## src/rtl/mem_port_arbiter.sv

```systemverilog
// Burst arbiter sharing one single-port main memory between the L1 I-cache (fills)
// and the L1 D-cache (fills and writebacks); round-robin on contention.
//
// state  | meaning
// -------+-----------------------------------------------------------
// IDLE   | no burst in flight; arbitrate between I_REQ and D_REQ
// I_XFER | I-cache line fill in progress, counting MEM_VALID beats
// D_XFER | D-cache fill or writeback in progress, counting beats
// DONE   | one-cycle completion pulse to the owner; memory turnaround
module mem_port_arbiter #(
  parameter int BURST_LEN = 4,
  parameter int ADDR_W    = 32
) (
  input  logic                         CLK,
  input  logic                         RST,
  input  logic                         I_REQ,
  input  logic [ADDR_W-1:0]            I_ADDR,
  input  logic                         D_REQ,
  input  logic                         D_WE,
  input  logic [ADDR_W-1:0]            D_ADDR,
  input  logic [31:0]                  D_WDATA,
  output logic [31:0]                  I_RDATA,
  output logic                         I_RVALID,
  output logic                         I_DONE,
  output logic [31:0]                  D_RDATA,
  output logic                         D_RVALID,
  output logic                         D_DONE,
  output logic [$clog2(BURST_LEN)-1:0] D_BEAT,
  output logic                         MEM_RE,
  output logic                         MEM_WE,
  output logic [ADDR_W-1:0]            MEM_ADDR,
  output logic [31:0]                  MEM_DIN,
  input  logic [31:0]                  MEM_DOUT,
  input  logic                         MEM_VALID,
  output logic                         BUSY
);

  localparam int BEAT_W = $clog2(BURST_LEN);
  localparam logic [BEAT_W-1:0] LAST_BEAT  = BEAT_W'(BURST_LEN - 1);
  localparam logic [ADDR_W-1:0] ALIGN_MASK = ~(ADDR_W'(BURST_LEN * 4 - 1));
  localparam logic GRANT_I = 1'b0;
  localparam logic GRANT_D = 1'b1;

  typedef enum logic [1:0] {
    IDLE   = 2'd0,
    I_XFER = 2'd1,
    D_XFER = 2'd2,
    DONE   = 2'd3
  } state_t;

  state_t              state_q, state_d;
  logic [BEAT_W-1:0]   beat_q, beat_d;
  logic                last_grant_q, last_grant_d;
  logic                mem_re_q, mem_re_d;
  logic                mem_we_q, mem_we_d;
  logic [ADDR_W-1:0]   mem_addr_q, mem_addr_d;
  logic                busy_q, busy_d;
  logic                i_done_q, i_done_d;
  logic                d_done_q, d_done_d;

  logic grant_i;
  logic grant_d;
  logic in_xfer;

  // On a collision the port that did not win last time gets the bus.
  assign grant_i = I_REQ && (!D_REQ || (last_grant_q == GRANT_D));
  assign grant_d = D_REQ && (!I_REQ || (last_grant_q == GRANT_I));
  assign in_xfer = (state_q == I_XFER) || (state_q == D_XFER);

  always_comb begin
    state_d      = state_q;
    beat_d       = beat_q;
    last_grant_d = last_grant_q;
    mem_re_d     = mem_re_q;
    mem_we_d     = mem_we_q;
    mem_addr_d   = mem_addr_q;

    case (state_q)
      IDLE: begin
        beat_d = '0;
        if (grant_i) begin
          state_d      = I_XFER;
          last_grant_d = GRANT_I;
          mem_re_d     = 1'b1;
          mem_we_d     = 1'b0;
          mem_addr_d   = I_ADDR & ALIGN_MASK;
        end else if (grant_d) begin
          state_d      = D_XFER;
          last_grant_d = GRANT_D;
          mem_re_d     = !D_WE;
          mem_we_d     = D_WE;
          mem_addr_d   = D_ADDR & ALIGN_MASK;
        end
      end
      I_XFER, D_XFER: begin
        if (MEM_VALID) begin
          beat_d = beat_q + 1'b1;
          if (beat_q == LAST_BEAT) begin
            state_d    = DONE;
            mem_re_d   = 1'b0;
            mem_we_d   = 1'b0;
            mem_addr_d = '0;
          end
        end
      end
      DONE: begin
        state_d = IDLE;
      end
      default: begin
        state_d = IDLE;
      end
    endcase

    busy_d   = (state_d != IDLE);
    i_done_d = (state_d == DONE) && (last_grant_d == GRANT_I);
    d_done_d = (state_d == DONE) && (last_grant_d == GRANT_D);
  end

  always_ff @(posedge CLK) begin
    if (RST) begin
      state_q      <= IDLE;
      beat_q       <= '0;
      last_grant_q <= GRANT_I;
      mem_re_q     <= 1'b0;
      mem_we_q     <= 1'b0;
      mem_addr_q   <= '0;
      busy_q       <= 1'b0;
      i_done_q     <= 1'b0;
      d_done_q     <= 1'b0;
    end else begin
      state_q      <= state_d;
      beat_q       <= beat_d;
      last_grant_q <= last_grant_d;
      mem_re_q     <= mem_re_d;
      mem_we_q     <= mem_we_d;
      mem_addr_q   <= mem_addr_d;
      busy_q       <= busy_d;
      i_done_q     <= i_done_d;
      d_done_q     <= d_done_d;
    end
  end

  // Read data is steered straight through; only the owner sees a valid strobe.
  assign I_RDATA  = MEM_DOUT;
  assign D_RDATA  = MEM_DOUT;
  assign I_RVALID = in_xfer && (state_q == I_XFER) && MEM_VALID;
  assign D_RVALID = in_xfer && (state_q == D_XFER) && mem_re_q && MEM_VALID;
  assign I_DONE   = i_done_q;
  assign D_DONE   = d_done_q;
  assign D_BEAT   = beat_q;
  assign MEM_RE   = mem_re_q;
  assign MEM_WE   = mem_we_q;
  assign MEM_ADDR = mem_addr_q;
  assign MEM_DIN  = D_WDATA;
  assign BUSY     = busy_q;

endmodule

```

## config.mk

```make
export PLATFORM = sky130hd
export DESIGN_NAME = mem_port_arbiter
export DESIGN_NICKNAME = d
export VERILOG_FILES = /design/src/rtl/mem_port_arbiter.sv
export SDC_FILE = /design/constraint.sdc
export NUM_CORES = 1
export LEC_CHECK = 0
export CORE_AREA = 2 2 105 107
export DETAILED_ROUTE_END_ITERATION = 10
export DIE_AREA = 0 0 107 109
export DONT_BUFFER_PORTS = 1
export PLACE_DENSITY = 0.45
export SYNTH_ARGS = -nofsm -noshare
export SYNTH_HDL_FRONTEND = slang
export SYNTH_SLANG_ARGS = --single-unit
```

## constraint.sdc

```tcl
create_clock -name CLK -period 1.69 [get_ports CLK]
set_input_delay 0 -clock CLK [delete_from_list [all_inputs] [get_ports CLK]]
set_output_delay 0 -clock CLK [all_outputs]
set_load 0.005 [all_outputs]
```

==> impl_metrics.json, run 1 <==
{
  "yosys-mux-area-fraction_pct": 11.3,
  "initialDrtViolationCount": 35,
  "synth_edf_count": 0,
  "placed_area_um2": 2110,
  "numCtsBuffers": 5,
  "power.density_nw_per_um2": 1380,
  "status": "finished, final reports clean",
  "endpoint_kind": "flip-flop",
  "fin_crit_ps": 1600,
  "post_drt_wl_per_cell_um": 20.7,
  "yosys_register_bits": 38,
  "hold_violations": 0,
  "synthSimpleGateAreaFrac_pct": 5.83,
  "final_util_pct": 27.4,
  "syn_to_final_growth_pct": 12.8,
  "tightestPinTransition_ps": 634,
  "critPathBufInv": 3,
  "cp_common_cell": "buf_4",
  "globalRouteOverflowTotal": 0,
  "grt_pass1_wl_mm": 10.9,
  "synth_area_um2": 2570,
  "dr.pass1.iters": 2,
  "synthDistinctLibCells": 30,
  "synthFlopType": "dfxtp_1",
  "cts_sinks": 38,
  "max_stage_delay_ps": 340,
  "crit_family": "buffers and inverters",
  "die_area_um2": 11700,
  "ios": 271,
  "fin_area_um2": 2910,
  "total_power_mw": 4.01,
  "synthXorXnorAreaFrac_pct": 0,
  "hold_ws_ps": 0.00224,
  "finalSetupTns_ps": 0,
  "critPathMaxFanout": 19,
  "viasPerCell": 4.25,
  "synth_adder_area_share_pct": 1.94,
  "clk_pin_slew_worst_paths_ps": 80,
  "insertion_delay_ps": 300,
  "clock_path_buffers": 2,
  "antenna_found_initial": 0,
  "cts_tree": "done",
  "maxCapViolations": 0,
  "layout_common_cells": "61 x dlygate4sd3_1, 36 x dfxtp_1, 29 x mux2i_1",
  "synth.avg_cell_area_um2": 10.1,
  "drive_gt1_share_pct": 25.5,
  "fmax_ghz": 0.624,
  "rows": 38,
  "maxSlewHeadroom_pct": 57.6,
  "yosysWarnings": 0,
  "layout_setup_ws_ps": 88.1,
  "grt_pass1_vias": 1664,
  "portBuffers": 0,
  "arrival_ps": 1830,
  "diodes": 0,
  "finalSetupViolCount": 0,
  "p_leak_nw": 1.20,
  "initial_core_util_pct": 24.3,
  "ys_seq_area_share_pct": 29.5,
  "synthCells": 255,
  "path_cells": "inv_2, ha_4, buf_4, nor3b_4, o21ai_4, buf_4, o2bb2ai_1",
  "min_path_type": "in2out",
  "track_usage_pct": 12.9,
  "period_share_pct": 94.8,
  "peakVddDrop_mv": 0.585,
  "cp.required_ps": 1910,
  "drc": 0,
  "reg2reg_setup_slack_ps": 90,
  "h-tree-depth": 2,
  "crit_type": "reg2reg",
  "async_reset_ff_share_pct": 0,
  "place_congestion": 0.666,
  "dp.cells": 305,
  "die_h_um": 109,
  "place_ws_ps": -296,
  "core-area_um2": 10600,
  "worst_setup_path_start_kind": "flip-flop",
  "ctsRootBufferMaster": "clkbuf_8",
  "finalWirelength_mm": 7.86,
  "skew_ps": 5.10,
  "antenna_left": 0,
  "grt_max_degree": 20,
  "synth_top_family_by_area": "buffers and inverters",
  "instances_no_fill": 379,
  "fp.dieW_um": 107,
  "finalMaxSlewViolations": 0,
  "place_hpwl_mm": 5.79,
  "mostFrequentLayoutCell": "dlygate4sd3_1",
  "synth_compound_area_share_pct": 17.9,
  "nets": 376,
  "crit_slowest_cell": "dfxtp_2",
  "vias": 1610
}
-- area by class of cell --
| type | instances | area, µm² |
|---|---|---|
| fillers | 1099 | 7700 |
| multi-input cells | 108 | 1030 |
| repair buffers | 83 | 842 |
| flip-flops and latches | 38 | 763 |
| well taps | 140 | 175 |
| clock buffers | 7 | 86.3 |
| inverters | 2 | 7.51 |
| clock inverters | 1 | 5.00 |
-- worst reg2reg max path, cell delays in order (launching register included) --
cell and delay, ps:
dfxtp_2 340, inv_2 50, ha_4 250, buf_4 140, nor3b_4 240, o21ai_4 90
buf_4 240, o2bb2ai_1 180
-- state kept, by name, summed over array words and instances (netlist names) --
signal and count:
BUSY 1, D_BEAT 2, D_DONE 1, I_DONE 1, MEM_ADDR 28, MEM_RE 1
MEM_WE 1, last_grant_q 1, state_q 2
-- worst paths after layout --
path | endpoint | from | depth (start not counted)
worst min-delay path | MEM_DIN[21] | D_WDATA[21] | 0
worst max-delay path | MEM_ADDR[24]$_SDFFE_PP0P_ | state_q[0]$_SDFF_PP0_ | 7
worst min register to register | MEM_ADDR[28]$_SDFFE_PP0P_ | MEM_ADDR[28]$_SDFFE_PP0P_ | 1
worst max register to register | MEM_ADDR[24]$_SDFFE_PP0P_ | state_q[0]$_SDFF_PP0_ | 7
-- metal layers --
metal | vias to the layer above | share of wire, % | wire length [µm] | track usage [%]
met5 | - | 0 | 0 | 0
met4 | 0 | 2.1 | 167 | 5.29
met3 | 11 | 15 | 1200 | 8.55
met2 | 134 | 50 | 3940 | 22.7
met1 | 721 | 32 | 2550 | 11.9
li1 | 744 | - | - | -
-- what timing repair did --
action                                  in CTS  in global routing
endpoints found under the setup margin      28                 21
setup buffers                                3                  1
hold buffers                                61                  0
hold endpoints to repair                    38                  0
pin swaps                                    0                  4
gates cloned                                 1                  0
gates resized for setup                      1                  3
-- cells in the mapped netlist, types with 2 or more instances --
| cell | number | area share (%) |
|---|---|---|
| nand2b_1 | 2 | 0.49 |
| nand2_1 | 6 | 0.87 |
| dfxtp_1 | 38 | 30 |
| buf_6 | 2 | 0.87 |
| ha_1 | 4 | 1.9 |
| o21ai_1 | 3 | 0.58 |
| inv_1 | 2 | 0.29 |
| mux2i_1 | 29 | 11 |
| buf_2 | 4 | 0.78 |
| buf_12 | 2 | 1.6 |
| buf_4 | 102 | 30 |
| nor2_1 | 9 | 1.3 |
| and2_1 | 2 | 0.49 |
| o2bb2ai_1 | 8 | 2.7 |
| a21oi_1 | 7 | 1.4 |
| a211o_1 | 2 | 0.68 |
| o2bb2ai_2 | 20 | 12 |
-- logic make-up after synthesis --
group	Yosys count
other cells	1
mux	29
simple gates	27
flops	38
buf+inv	113
fa+ha+maj	4
compound gates	43
-- power by group --
part | internal, mW | switching [mW]
clock | 0.330 | 0.334
combinational | 1.03 | 0.840
sequential | 1.20 | 0.278
(Power assumes the default switching activity.)
==> run 2: changes to the inputs <==
Settings changed: SETUP_SLACK_MARGIN set to 0.15.
==> impl_metrics.json, run 2 (synthesis results as in run 1) <==
{
  "fp.dieW_um": 107,
  "cp.required_ps": 1870,
  "placed_area_um2": 2090,
  "die_h_um": 109,
  "power.density_nw_per_um2": 1400,
  "numCtsBuffers": 5,
  "min_path_type": "in2out",
  "finalSetupViolCount": 0,
  "maxSlewHeadroom_pct": 65.2,
  "skew_ps": 10.3,
  "post_drt_wl_per_cell_um": 18.5,
  "tightestPinTransition_ps": 521,
  "final_util_pct": 27.7,
  "period_share_pct": 92.9,
  "rsz0062_at_grt": "true",
  "drc": 0,
  "place_hpwl_mm": 4.89,
  "place_congestion": 0.721,
  "ios": 271,
  "finalMaxSlewViolations": 0,
  "clk_pin_slew_worst_paths_ps": 90,
  "place_ws_ps": -299,
  "grt_pass1_wl_mm": 9.75,
  "portBuffers": 0,
  "register_area_um2": 763,
  "fill_cells": 1081,
  "nets": 377,
  "cts_tree": "done",
  "crit_type": "reg2reg",
  "finalWirelength_mm": 7.05,
  "syn_to_final_growth_pct": 14.0,
  "dp.cells": 303,
  "critPathMaxFanout": 14,
  "h-tree-depth": 2,
  "maxCapViolations": 0,
  "multi_input_area_um2": 1040,
  "vias": 1634,
  "insertion_delay_ps": 290,
  "arrival_ps": 1750,
  "dr.pass1.iters": 4,
  "cts_sinks": 38,
  "initial_core_util_pct": 24.3,
  "fin_area_um2": 2940,
  "grt_max_degree": 17,
  "antenna_left": 0,
  "clock_path_buffers": 2,
  "layout_setup_ws_ps": 120,
  "initialDrtViolationCount": 37,
  "largest_reg_flops": 28,
  "die_area_um2": 11700,
  "drive_gt1_share_pct": 27.1,
  "fin_crit_ps": 1570,
  "status": "finished, final reports clean",
  "diodes": 0,
  "grt_pass1_vias": 1664,
  "globalRouteOverflowTotal": 0,
  "mostFrequentLayoutCell": "dlygate4sd3_1",
  "track_usage_pct": 11.4,
  "ctsRootBufferMaster": "clkbuf_8",
  "fmax_ghz": 0.637,
  "peakVddDrop_mv": 0.583,
  "hold_violations": 0,
  "worst_setup_path_start_kind": "flip-flop",
  "core-area_um2": 10600,
  "p_leak_nw": 1.21,
  "layout_common_cells": "61 x dlygate4sd3_1, 36 x dfxtp_1, 29 x mux2i_1",
  "antenna_found_initial": 0,
  "rows": 38,
  "instances_no_fill": 380,
  "endpoint_kind": "flip-flop",
  "viasPerCell": 4.30
}
[run 2: worst paths after layout]
kind,start,to,slack (ps),cells after the start
worst max-delay path,state_q[0]$_SDFF_PP0_,MEM_ADDR[18]$_SDFFE_PP0P_,120,7
worst min-delay path,D_WDATA[12],MEM_DIN[12],0.002,0
worst max register to register,state_q[0]$_SDFF_PP0_,MEM_ADDR[18]$_SDFFE_PP0P_,120,7
worst min register to register,MEM_ADDR[26]$_SDFFE_PP0P_,MEM_ADDR[26]$_SDFFE_PP0P_,490,1
[run 2: area by class of cell]
cell class,count,area share [%]
Multi-Input combinational cell,108,35.3
Timing Repair Buffer,84,28.6
Tap cell,140,5.97
Inverter,2,0.256
Clock buffer,5,2.34
Sequential cell,38,26.0
Clock inverter,3,1.53
[run 2: timing repair]
action,4_1_cts,5_1_grt
pin swaps,4,2
cloned,1,0
resized for setup,4,3
endpoints found under the hold margin,38,0
buffers inserted,6,1
hold buffers,61,0
endpoints found under the setup margin,29,32
[run 2: metal layers]
metal / share of wire, % / global-route usage [%] / up-vias
li1: - / - / 746
met1: 34 / 10.8 / 754
met2: 53 / 21.1 / 126
met3: 12 / 6.34 / 8
met4: 0.95 / 3.34 / 0
met5: 0 / 0 / -
[run 2: power by group]
| group | switching [mW] | internal [mW] | total (mW) | leakage [nW] |
|---|---|---|---|---|
| logic | 0.840 | 1.00 | 1.84 | 0.847 |
| clock network | 0.379 | 0.440 | 0.819 | 0.0504 |
| registers | 0.258 | 1.20 | 1.46 | 0.313 |
[run 2: metrics by stage]
stage	power [mW]	setup TNS, ps	hold slack, ps
3_5_place_dp	2.90	-6940	0.0346
5_1_grt	4.40	0	0.0135
3_3_place_gp	2.89	-6010	0.0346
2_1_floorplan	2.74	-69.8	80.8
4_1_cts	4.14	0	0.0346
6_report	4.12	0	0.00231
[run 2: worst max-delay path, stage by stage (launching register included)]
cell	delay [ps]
dfxtp_2	350
inv_2	50
ha_4	160
nor3b_1	130
a211o_1	340
nor2b_4	160
buf_12	150
o2bb2ai_2	120
==> run 3: changes to the inputs <==
Settings changed: SETUP_SLACK_MARGIN 0.15 to 0.5.
==> impl_metrics.json, run 3 (synthesis results as in run 1) <==
{
  "final_util_pct": 29.1,
  "track_usage_pct": 12.0,
  "fmax_ghz": 0.621,
  "viasPerCell": 4.35,
  "h-tree-depth": 2,
  "fin_crit_ps": 1610,
  "crit_type": "reg2reg",
  "globalRouteOverflowTotal": 0,
  "fp.dieW_um": 107,
  "p_leak_nw": 1.25,
  "total_power_mw": 4.56,
  "finalSetupViolCount": 0,
  "clock_path_buffers": 2,
  "cp.required_ps": 1870,
  "die_area_um2": 11700,
  "post_drt_wl_per_cell_um": 20.1,
  "cts_tree": "done",
  "skew_ps": 17.5,
  "ios": 271,
  "place_congestion": 0.741,
  "clk_pin_slew_worst_paths_ps": 100,
  "mostFrequentLayoutCell": "dlygate4sd3_1",
  "endpoint_kind": "flip-flop",
  "maxCapViolations": 0,
  "grt_pass1_vias": 1654,
  "finalMaxSlewViolations": 0,
  "die_h_um": 109,
  "hold_violations": 10,
  "cts_sinks": 38,
  "antenna_left": 0,
  "arrival_ps": 1790,
  "reg2reg_from": "state_q[1]$_SDFF_PP0_",
  "place_hpwl_mm": 5.30,
  "rows": 38,
  "violations": "negative hold slack",
  "antenna_found_initial": 0,
  "finalSetupTns_ps": 0,
  "r2r-end": "MEM_ADDR[22]$_SDFFE_PP0P_",
  "critPathMaxFanout": 14,
  "holdCritStartpoint": "RST",
  "dr.pass1.iters": 3,
  "largest_reg_flops": 28,
  "reg2reg_setup_slack_ps": 80,
  "hold_ws_ps": -253,
  "placed_area_um2": 2090,
  "rsz0062_at_grt": "true",
  "ctsRootBufferMaster": "clkbuf_8",
  "syn_to_final_growth_pct": 20.0,
  "nets": 378,
  "power.density_nw_per_um2": 1480,
  "finalWirelength_mm": 7.67,
  "drive_gt1_share_pct": 35.3,
  "cts_hold_buffers": 58,
  "reg2reg_depth": 7,
  "status": "complete, but fails checks",
  "vias": 1657,
  "numCtsBuffers": 5,
  "initialDrtViolationCount": 36,
  "grt_max_degree": 19,
  "portBuffers": 0,
  "whs_endpoint": "BUSY$_SDFF_PP0_",
  "diodes": 0,
  "core-area_um2": 10600,
  "insertion_delay_ps": 300,
  "holdPathStages": 1,
  "period_share_pct": 95.2,
  "peakVddDrop_mv": 1.05,
  "min_path_type": "in2reg",
  "grt_pass1_wl_mm": 10.4,
  "layout_common_cells": "58 x dlygate4sd3_1, 36 x dfxtp_1, 28 x mux2i_1",
  "worst_setup_path_start_kind": "flip-flop",
  "initial_core_util_pct": 24.3,
  "drc": 0,
  "fin_area_um2": 3090
}
run 3: cell types whose count changed in the layout (fill, tap and decap cells not counted), sizes merged:
cell,change
buf,+4
dlygate4sd3,-3
run 3: worst max path at each step:
stage               slack [ps]  cells past startpoint                        end                  start
floorplan                   -3                      9  MEM_ADDR[10]$_SDFFE_PP0P_  state_q[0]$_SDFF_PP0_
global route                50                      7  MEM_ADDR[21]$_SDFFE_PP0P_  state_q[1]$_SDFF_PP0_
global placement          -230                      6  MEM_ADDR[22]$_SDFFE_PP0P_  state_q[1]$_SDFF_PP0_
finish                      80                      7  MEM_ADDR[22]$_SDFFE_PP0P_  state_q[1]$_SDFF_PP0_
CTS                        130                      7  MEM_ADDR[26]$_SDFFE_PP0P_  state_q[1]$_SDFF_PP0_
detailed placement        -290                      6  MEM_ADDR[26]$_SDFFE_PP0P_  state_q[1]$_SDFF_PP0_
run 3: stage by stage:
step,cells,worst slack [ps]
3_5_place_dp,303,-286
3_3_place_gp,303,-231
2_1_floorplan,258,-2.83
6_report,381,80.8
5_1_grt,381,53.0
4_1_cts,378,126
run 3: worst max-delay path: stages (launching register included):
cell and delay, ps:
dfxtp_2 350, inv_2 50, ha_4 300, nor2_4 40
a211o_4 330, nor2b_4 140, buf_12 140, o2bb2ai_1 120
run 3: repair_timing:
item	in CTS	in global routing
setup buffers	8	3
pin swaps	3	11
resized for setup	16	26
cloned	1	0
endpoints found under the hold margin	38	16
endpoints found under the setup margin	38	40
run 3: area by class of cell:
cell class                 count  area [µm²]
clock buffer                   5        68.8
clock inverter                 3        45.0
fill                        1095        7510
inverter                       2        7.51
multi-input combinational    108        1160
sequential                    38         763
tap                          140         175
timing repair buffer          85         870
run 3: layer usage:
metal  vias to the layer above  track usage, %  share of wire (%)  routed length (µm)
li1                        746               -                  -                   -
met1                       772            11.1                 32                2420
met2                       132            22.9                 55                4210
met3                         7            6.63                 13                 962
met4                         0            2.97               0.99                  76
met5                         -               0                  0                   0
run 3: power breakdown:
group / leakage [nW] / internal [mW] / switching [mW]
clock: 0.0504 / 0.440 / 0.370
sequential: 0.313 / 1.20 / 0.270
combinational: 0.882 / 1.26 / 1.03
